### src/rtl/rom_fetch_unit.sv
// rtl/rom_fetch_unit.sv - instruction fetch front end for an 8-bit registered-read program ROM
// Sequential prefetch into a shift-register FIFO with single-cycle redirect flush.
module rom_fetch_unit #(
  parameter int ADDR_WIDTH = 8,
  parameter int DEPTH      = 4
) (
  input  logic                  CLK,
  input  logic                  RESETN,
  output logic [ADDR_WIDTH-1:0] ROM_ADDR,
  input  logic [7:0]            ROM_DATA,
  input  logic                  JUMP,
  input  logic [ADDR_WIDTH-1:0] JUMP_ADDR,
  output logic [7:0]            INSTR,
  output logic [ADDR_WIDTH-1:0] INSTR_ADDR,
  output logic                  INSTR_VALID,
  input  logic                  INSTR_READY
);

  localparam int CW = $clog2(DEPTH) + 1;

  logic [ADDR_WIDTH-1:0] fpc_q;
  logic [ADDR_WIDTH-1:0] paddr_q;
  logic                  pend_q;
  logic [CW-1:0]         count_q;
  logic [CW-1:0]         count_nxt;
  logic [CW-1:0]         occ;
  logic [CW-1:0]         wr_idx;
  logic                  valid_q;
  logic [7:0]            data_q [DEPTH];
  logic [ADDR_WIDTH-1:0] addr_q [DEPTH];
  logic                  issue;
  logic                  push;
  logic                  pop;

  assign ROM_ADDR = (JUMP && RESETN) ? JUMP_ADDR : fpc_q;

  // Occupancy counts the in-flight read so the FIFO can never overflow.
  assign occ    = count_q + CW'(pend_q);
  assign issue  = RESETN && (JUMP || (occ < CW'(DEPTH)));
  assign push   = pend_q && !JUMP;
  assign pop    = valid_q && INSTR_READY;
  assign wr_idx = pop ? (count_q - CW'(1)) : count_q;

  always_comb begin
    count_nxt = count_q;
    case ({push, pop})
      2'b10:   count_nxt = count_q + CW'(1);
      2'b01:   count_nxt = count_q - CW'(1);
      default: count_nxt = count_q;
    endcase
  end

  always_ff @(posedge CLK) begin
    if (!RESETN) begin
      fpc_q   <= '0;
      paddr_q <= '0;
      pend_q  <= 1'b0;
      count_q <= '0;
      valid_q <= 1'b0;
      for (int i = 0; i < DEPTH; i++) begin
        data_q[i] <= '0;
        addr_q[i] <= '0;
      end
    end else begin
      if (issue) begin
        pend_q  <= 1'b1;
        paddr_q <= ROM_ADDR;
        fpc_q   <= ROM_ADDR + ADDR_WIDTH'(1);
      end else begin
        pend_q  <= 1'b0;
      end

      // Head lives in entry 0; a pop shifts everything down one slot.
      for (int i = 0; i < DEPTH; i++) begin
        if (push && (CW'(i) == wr_idx)) begin
          data_q[i] <= ROM_DATA;
          addr_q[i] <= paddr_q;
        end else if (pop && (i < DEPTH - 1)) begin
          data_q[i] <= data_q[i+1];
          addr_q[i] <= addr_q[i+1];
        end
      end

      if (JUMP) begin
        count_q <= '0;
        valid_q <= 1'b0;
      end else begin
        count_q <= count_nxt;
        valid_q <= (count_nxt != '0);
      end
    end
  end

  assign INSTR       = data_q[0];
  assign INSTR_ADDR  = addr_q[0];
  assign INSTR_VALID = valid_q;

endmodule

### config.mk
export PLATFORM = sky130hd
export DESIGN_NAME = rom_fetch_unit
export DESIGN_NICKNAME = d
export VERILOG_FILES = /design/src/rtl/rom_fetch_unit.sv
export SDC_FILE = /design/constraint.sdc
export NUM_CORES = 1
export LEC_CHECK = 0
export ABC_AREA = 1
export BUFFER_PORTS_ARGS = -buffer_cell sky130_fd_sc_hd__buf_4
export CAP_MARGIN = 20
export CORE_MARGIN = 4
export CORE_UTILIZATION = 54
export DETAILED_ROUTE_END_ITERATION = 10
export PLACE_DENSITY = 0.85
export RECOVER_POWER = 100
export SETUP_SLACK_MARGIN = 0.1
export SLEW_MARGIN = 20
export SYNTH_ARGS = -nofsm -noshare
export SYNTH_HDL_FRONTEND = slang
export SYNTH_SLANG_ARGS = --single-unit
export TNS_END_PERCENT = 20
### constraint.sdc
create_clock -name CLK -period 2.88 [get_ports CLK]
set_clock_uncertainty 0.05 [all_clocks]
set_input_delay 0.576 -clock CLK [delete_from_list [all_inputs] [get_ports CLK]]
set_output_delay 0.576 -clock CLK [all_outputs]
set_load 0.05 [all_outputs]
==> impl_metrics.toml, run 1 <==
[outcome]
status = "complete, no violations"

[placement]
placed_cells = 645
place.gp.congestion = 0.837
portBuffers = 44
dp_hpwl_um = 6000

[timing]
rsz0062_at_grt = "false"
setup_tns_ns = 0
slew_headroom_pct = 59.3
final-hold-violation-count = 0
period_minus_slack_ns = 2.56
fmax_ghz = 0.390
slew_violations = 0
setup-violations-final = 0
fin_crit_sh_pct = 89.0
tightest_slew_ns = 0.605

[synthesis]
muxShareOfSynthArea_pct = 0
synth_warnings = 0
synth_fa_ha_area_share_pct = 1.36
synth_cell_type_count = 29
synth_compound_area_share_pct = 7.73
synth_top_family_by_area = "simple AND/OR/NAND/NOR gates"
netlist_area_um2 = 4590
ys_seq_area_share_pct = 51.0
ys_ff_latch = 85
yosys.area_share.simple_pct = 29.1
synth_xor_area_share_pct = 0.790
syn_inst = 531
synth.net_count = 556
syn_area_per_cell_um2 = 8.65

[die]
rows = 33
ioPinCount = 45
die_x_um = 100
core_area_um2 = 8260
dieArea_um2 = 10000
die_h_um = 100
initial_core_util_pct = 55.6

[final_layout]
layout_commonest_cell = "nand2_1"
finalNonFillerCells = 660
nets = 576
drive_gt1_share_pct = 10.5
final_cell_mix = "nand2_1, nor2_1, edfxtp_1"
area_growth_syn_to_layout_pct = 7.73
diodes = 0

[setup_path]
rrSetupSlack_ns = 0.38
start_kind = "input pin"
required_ns = 2.25
end_kind = "output port"
r2r_end = "addr_q[0][21]"
crit_fanout = 24
rr_startpoint = "count_q[0]"
critical_path_class = "in -> out"
crit_arrival_ns = 1.94
rr_worst_depth = 10

[detailed_routing]
post_drt_wl_per_cell_um = 12.5
vias = 3464
post-route-drc-count = 0
drtPass1Iterations = 4
dr.first_iter.drc_count = 188
finalWirelength_um = 8270
viasPerCell = 5.25
postRouteAntennaNets = 0

[hold_path]
hold_class = "reg -> reg"
hp-start = "fpc_q[2]"
worstHoldEndpoint = "fpc_q[2]"
hold_depth = 2

[cts]
cts_resized = 0
clockRootBuffer = "clkbuf_8"
h-tree-depth = 3
clock_latency_ns = 0.36
cts_tree = "done"
clock-sinks = 85
hold_buffers = 0
postCtsSetupRepairBufs = 0
clkTransAtPathRegs_ns = 0.08
cts_buffers = 9
clock_path_buffers = 2

[global_route]
grt_first_pass_wirelength_um = 14000
grt_overflow = 0
grt_use_total_pct = 17.2
grt_antenna_before_repair = 0
grt_start_max_net_pins = 81
grt_pass1_vias = 3126

[power_and_ir_drop]
ir_worst_vdd_uv = 363
cellPowerDensity_nw_per_um2 = 550
p_leak_nw = 1.92
p_total_mw = 2.72

[run]
maxCapViolCount = 0
[cell usage after synthesis, drive strengths merged]
cell / count / share of area [%]
ha: 5 / 1.4
buf: 41 / 6.2
nor2: 100 / 8.3
clkbuf: 2 / 0.16
dfxtp: 21 / 9.2
a21oi: 49 / 5.3
or2: 2 / 0.27
nand4: 4 / 0.54
nand2: 105 / 9.0
o21a: 1 / 0.16
nand3b: 48 / 7.8
xor2: 2 / 0.79
and3: 1 / 0.14
o21ai: 17 / 1.9
nand3: 22 / 3.0
o211ai: 1 / 0.16
a31oi: 1 / 0.14
edfxtp: 64 / 42
inv: 45 / 3.7
[final cells by class]
type / count / area (um^2)
flip-flops and latches: 85 / 2340
clock buffers: 9 / 124
clock inverters: 6 / 88.8
fillers: 747 / 3310
repair buffers: 52 / 315
multi-input cells: 358 / 1780
well taps: 105 / 131
inverters: 45 / 169
[worst max-delay path by stage]
stage / depth (start not counted) / from / endpoint
2_1_floorplan: 8 / INSTR_VALID / addr_q[0][16]
3_3_place_gp: 5 / RESETN / ROM_ADDR[5]
3_5_place_dp: 9 / INSTR_READY / addr_q[0][21]
4_1_cts: 5 / RESETN / ROM_ADDR[5]
5_1_grt: 9 / count_q[0] / addr_q[0][5]
6_report: 5 / RESETN / ROM_ADDR[5]
[worst max-delay path, cell delays in order]
cell and delay (ns):
buf_4 0.21, nand2_1 0.26, o21ai_0 0.57, inv_1 0.10, buf_4 0.21
[registers in the layout, summed over array words and instances (netlist names)]
register and flops:
paddr_q 8, fpc_q 8, addr_q 32, INSTR_VALID 1, data_q 32, pend_q 1
count_q 3
[cells by family (layout without fill, tap and decap cells)]
kind of cell | after synthesis | after routing
and+or+nand+nor | 282 | 282
adders and majority gates | 5 | 5
buffers and inverters | 88 | 112
DFF | 85 | 85
AOI/OAI and AO/OA | 69 | 69
xor gates and xnor gates | 2 | 2
[per-layer routing]
layer | wire [um] | up-vias | share of wire [%] | GRT usage (%)
met2 | 4020 | 92 | 49 | 29.5
met4 | 112 | 0 | 1.4 | 6.53
met5 | 0 | - | 0 | 0
met1 | 3630 | 1579 | 44 | 21.8
met3 | 505 | 14 | 6.1 | 2.78
li1 | - | 1779 | - | -
[power breakdown]
group          switching [mW]  internal, mW
registers              0.0306          1.39
logic                   0.290         0.109
clock network           0.418         0.483
total                   0.738          1.98
[through the flow]
step | hold WS [ns] | area, um^2 | util, % | setup WS, ns
floorplan | 0.394 | 4590 | - | 0.520
global placement | 0.425 | 4840 | 58.6 | 0.535
detailed placement | 0.433 | 4840 | 58.6 | 0.435
CTS | 0.446 | 5050 | 61.2 | 0.494
global route | 0.483 | 4950 | 59.9 | 0.164
finish | 0.438 | 4950 | 59.9 | 0.316
Note: power is estimated with default switching activity, not from simulation.
==> inputs of run 2 (changes only) <==
--- a/config.mk
+++ b/config.mk
@@ -8,8 +8,10 @@
 export ABC_AREA = 1
 export BUFFER_PORTS_ARGS = -buffer_cell sky130_fd_sc_hd__buf_4
 export CAP_MARGIN = 20
+export CORE_ASPECT_RATIO = 1.5
 export CORE_MARGIN = 4
 export CORE_UTILIZATION = 54
+export CTS_CLUSTER_DIAMETER = 40
 export DETAILED_ROUTE_END_ITERATION = 10
 export PLACE_DENSITY = 0.85
 export RECOVER_POWER = 100
==> run 2 against run 1 <==
Effect of this change: first-iteration DRC count grew 35%; combinational power up 1%; non-clock buffer count up 1; sequential cell count stayed put; sequential share of layout area is 1.0 points lower; critical endpoint is now data_q[0][19]; power rose by 12%; wire length is 11% higher; clock power increased by 37%.
==> impl_metrics.toml, run 2 (synthesis gave the netlist of run 1 again) <==
[setup_path]
start_kind = "flop"
rrSetupSlack_ns = 0.36
rr_worst_depth = 10
cp_cell_sequence = "inv_2, ha_1, nand3_1, nand2_1, nor2_1, nand3_4, nand2_1, nand2_2, nand2_1, nor2_1"
critical_path_class = "reg -> reg"
crit_buf_inv = 1
slowest_stage = "dfxtp_1"
crit_path_end = "data_q[0][19]"
r2r_end = "data_q[0][19]"
crit_family = "simple AND/OR/NAND/NOR gates"
slowest_delay_ns = 0.53
required_ns = 2.93
rr_startpoint = "count_q[0]"
cp.depth = 10
crit_arrival_ns = 2.57
crit_path_frequent_cell = "nand2_1"
startpoint = "count_q[0]"
end_kind = "flop"
crit_fanout = 18

[placement]
place.gp.congestion = 0.828
portBuffers = 44
dp_hpwl_um = 6410

[global_route]
grt_pass1_vias = 3517
grt_overflow = 0
grt_antenna_before_repair = 0
grt_use_total_pct = 19.4
grt_start_max_net_pins = 49
grt_first_pass_wirelength_um = 15800

[power_and_ir_drop]
p_int_mw = 2.27
ir_worst_vdd_uv = 386
power.switching_uw = 786
p_total_mw = 3.06
cellPowerDensity_nw_per_um2 = 605
power_switching_share_pct = 25.7
p_comb_share_pct = 13.2
p_leak_nw = 1.98
p_clk_share_pct = 40.2
seq_power_share_pct = 46.6

[timing]
rsz0062_at_grt = "false"
tightest_slew_ns = 0.597
slew_violations = 0
setup-violations-final = 0
fmax_ghz = 0.396
slew_headroom_pct = 60.3
final-hold-violation-count = 0
fin_crit_sh_pct = 87.6
period_minus_slack_ns = 2.52
hold_ws_ns = 0.437
setup_tns_ns = 0

[cts]
clkTransAtPathRegs_ns = 0.06
clockRootBuffer = "clkbuf_16"
clock_latency_ns = 0.34
clock_path_buffers = 2
cts_resized = 0
hold_buffers = 0
cts_buffers = 9
clock-sinks = 85
h-tree-depth = 3
postCtsSetupRepairBufs = 0
cts_tree = "done"

[die]
die_x_um = 83.3
initial_core_util_pct = 54.9
core_area_um2 = 8360
die_h_um = 121
rows = 41
ioPinCount = 45
dieArea_um2 = 10100

[detailed_routing]
dr.first_iter.drc_count = 254
drtPass1Iterations = 5
post-route-drc-count = 0
postRouteAntennaNets = 0
finalWirelength_um = 9210
viasPerCell = 5.46
post_drt_wl_per_cell_um = 13.9
vias = 3622

[final_layout]
drive_gt1_share_pct = 10.8
reg_top3 = "addr_q x32, data_q x32"
fin_util_pct = 60.5
area_growth_syn_to_layout_pct = 10.0
nets = 577
final_cell_mix = "nand2_1, nor2_1, edfxtp_1"
layout_commonest_cell = "nand2_1"
diodes = 0

[hold_path]
hold_class = "reg -> reg"
hp-start = "fpc_q[2]"

[run]
maxCapViolCount = 0

[outcome]
status = "complete, no violations"
-- run 2: final cells by class --
cell class | instances | area (um^2)
Multi-Input combinational cell | 358 | 1770
Inverter | 45 | 169
Timing Repair Buffer | 53 | 323
Sequential cell | 85 | 2340
Clock inverter | 3 | 40.0
Fill cell | 714 | 3310
Tap cell | 107 | 134
Clock buffer | 12 | 279
-- run 2: power groups by stage --
stage          sequential [mW]  clock (mW)  combinational (mW)
6_report                  1.42        1.23               0.404
5_1_grt                   1.43        1.29               0.444
4_1_cts                   1.42        1.24               0.430
3_5_place_dp              1.45           0               0.427
3_3_place_gp              1.44           0               0.415
2_1_floorplan             1.44           0               0.334
-- run 2: layer usage --
| layer | up-vias | routed length, um | GRT usage, % |
|---|---|---|---|
| met5 | - | 0 | 0 |
| met4 | 0 | 204 | 8.18 |
| met3 | 20 | 570 | 4.55 |
| met2 | 116 | 5020 | 36.7 |
| met1 | 1708 | 3410 | 20.3 |
| li1 | 1778 | - | - |
-- run 2: how the worst min path moves through the flow --
stage | end | cells past startpoint
2_1_floorplan | fpc_q[2] | 2
3_3_place_gp | fpc_q[2] | 2
3_5_place_dp | fpc_q[2] | 2
4_1_cts | fpc_q[2] | 2
5_1_grt | fpc_q[2] | 2
6_report | fpc_q[2] | 2
-- run 2: worst min-delay path, delay by kind of cell, from the launching register on --
| family | cells | cell delay, ns |
|---|---|---|
| flops | 1 | 0.31 |
| simple gates | 1 | 0.06 |
| compound gates | 1 | 0.06 |
-- run 2: per-stage QoR --
step	instance area, um^2	setup slack [ns]	std cells
3_5_place_dp	4850	0.429	648
3_3_place_gp	4850	0.530	648
4_1_cts	5170	0.479	663
2_1_floorplan	4590	0.520	531
6_report	5060	0.357	663
5_1_grt	5060	0.168	663
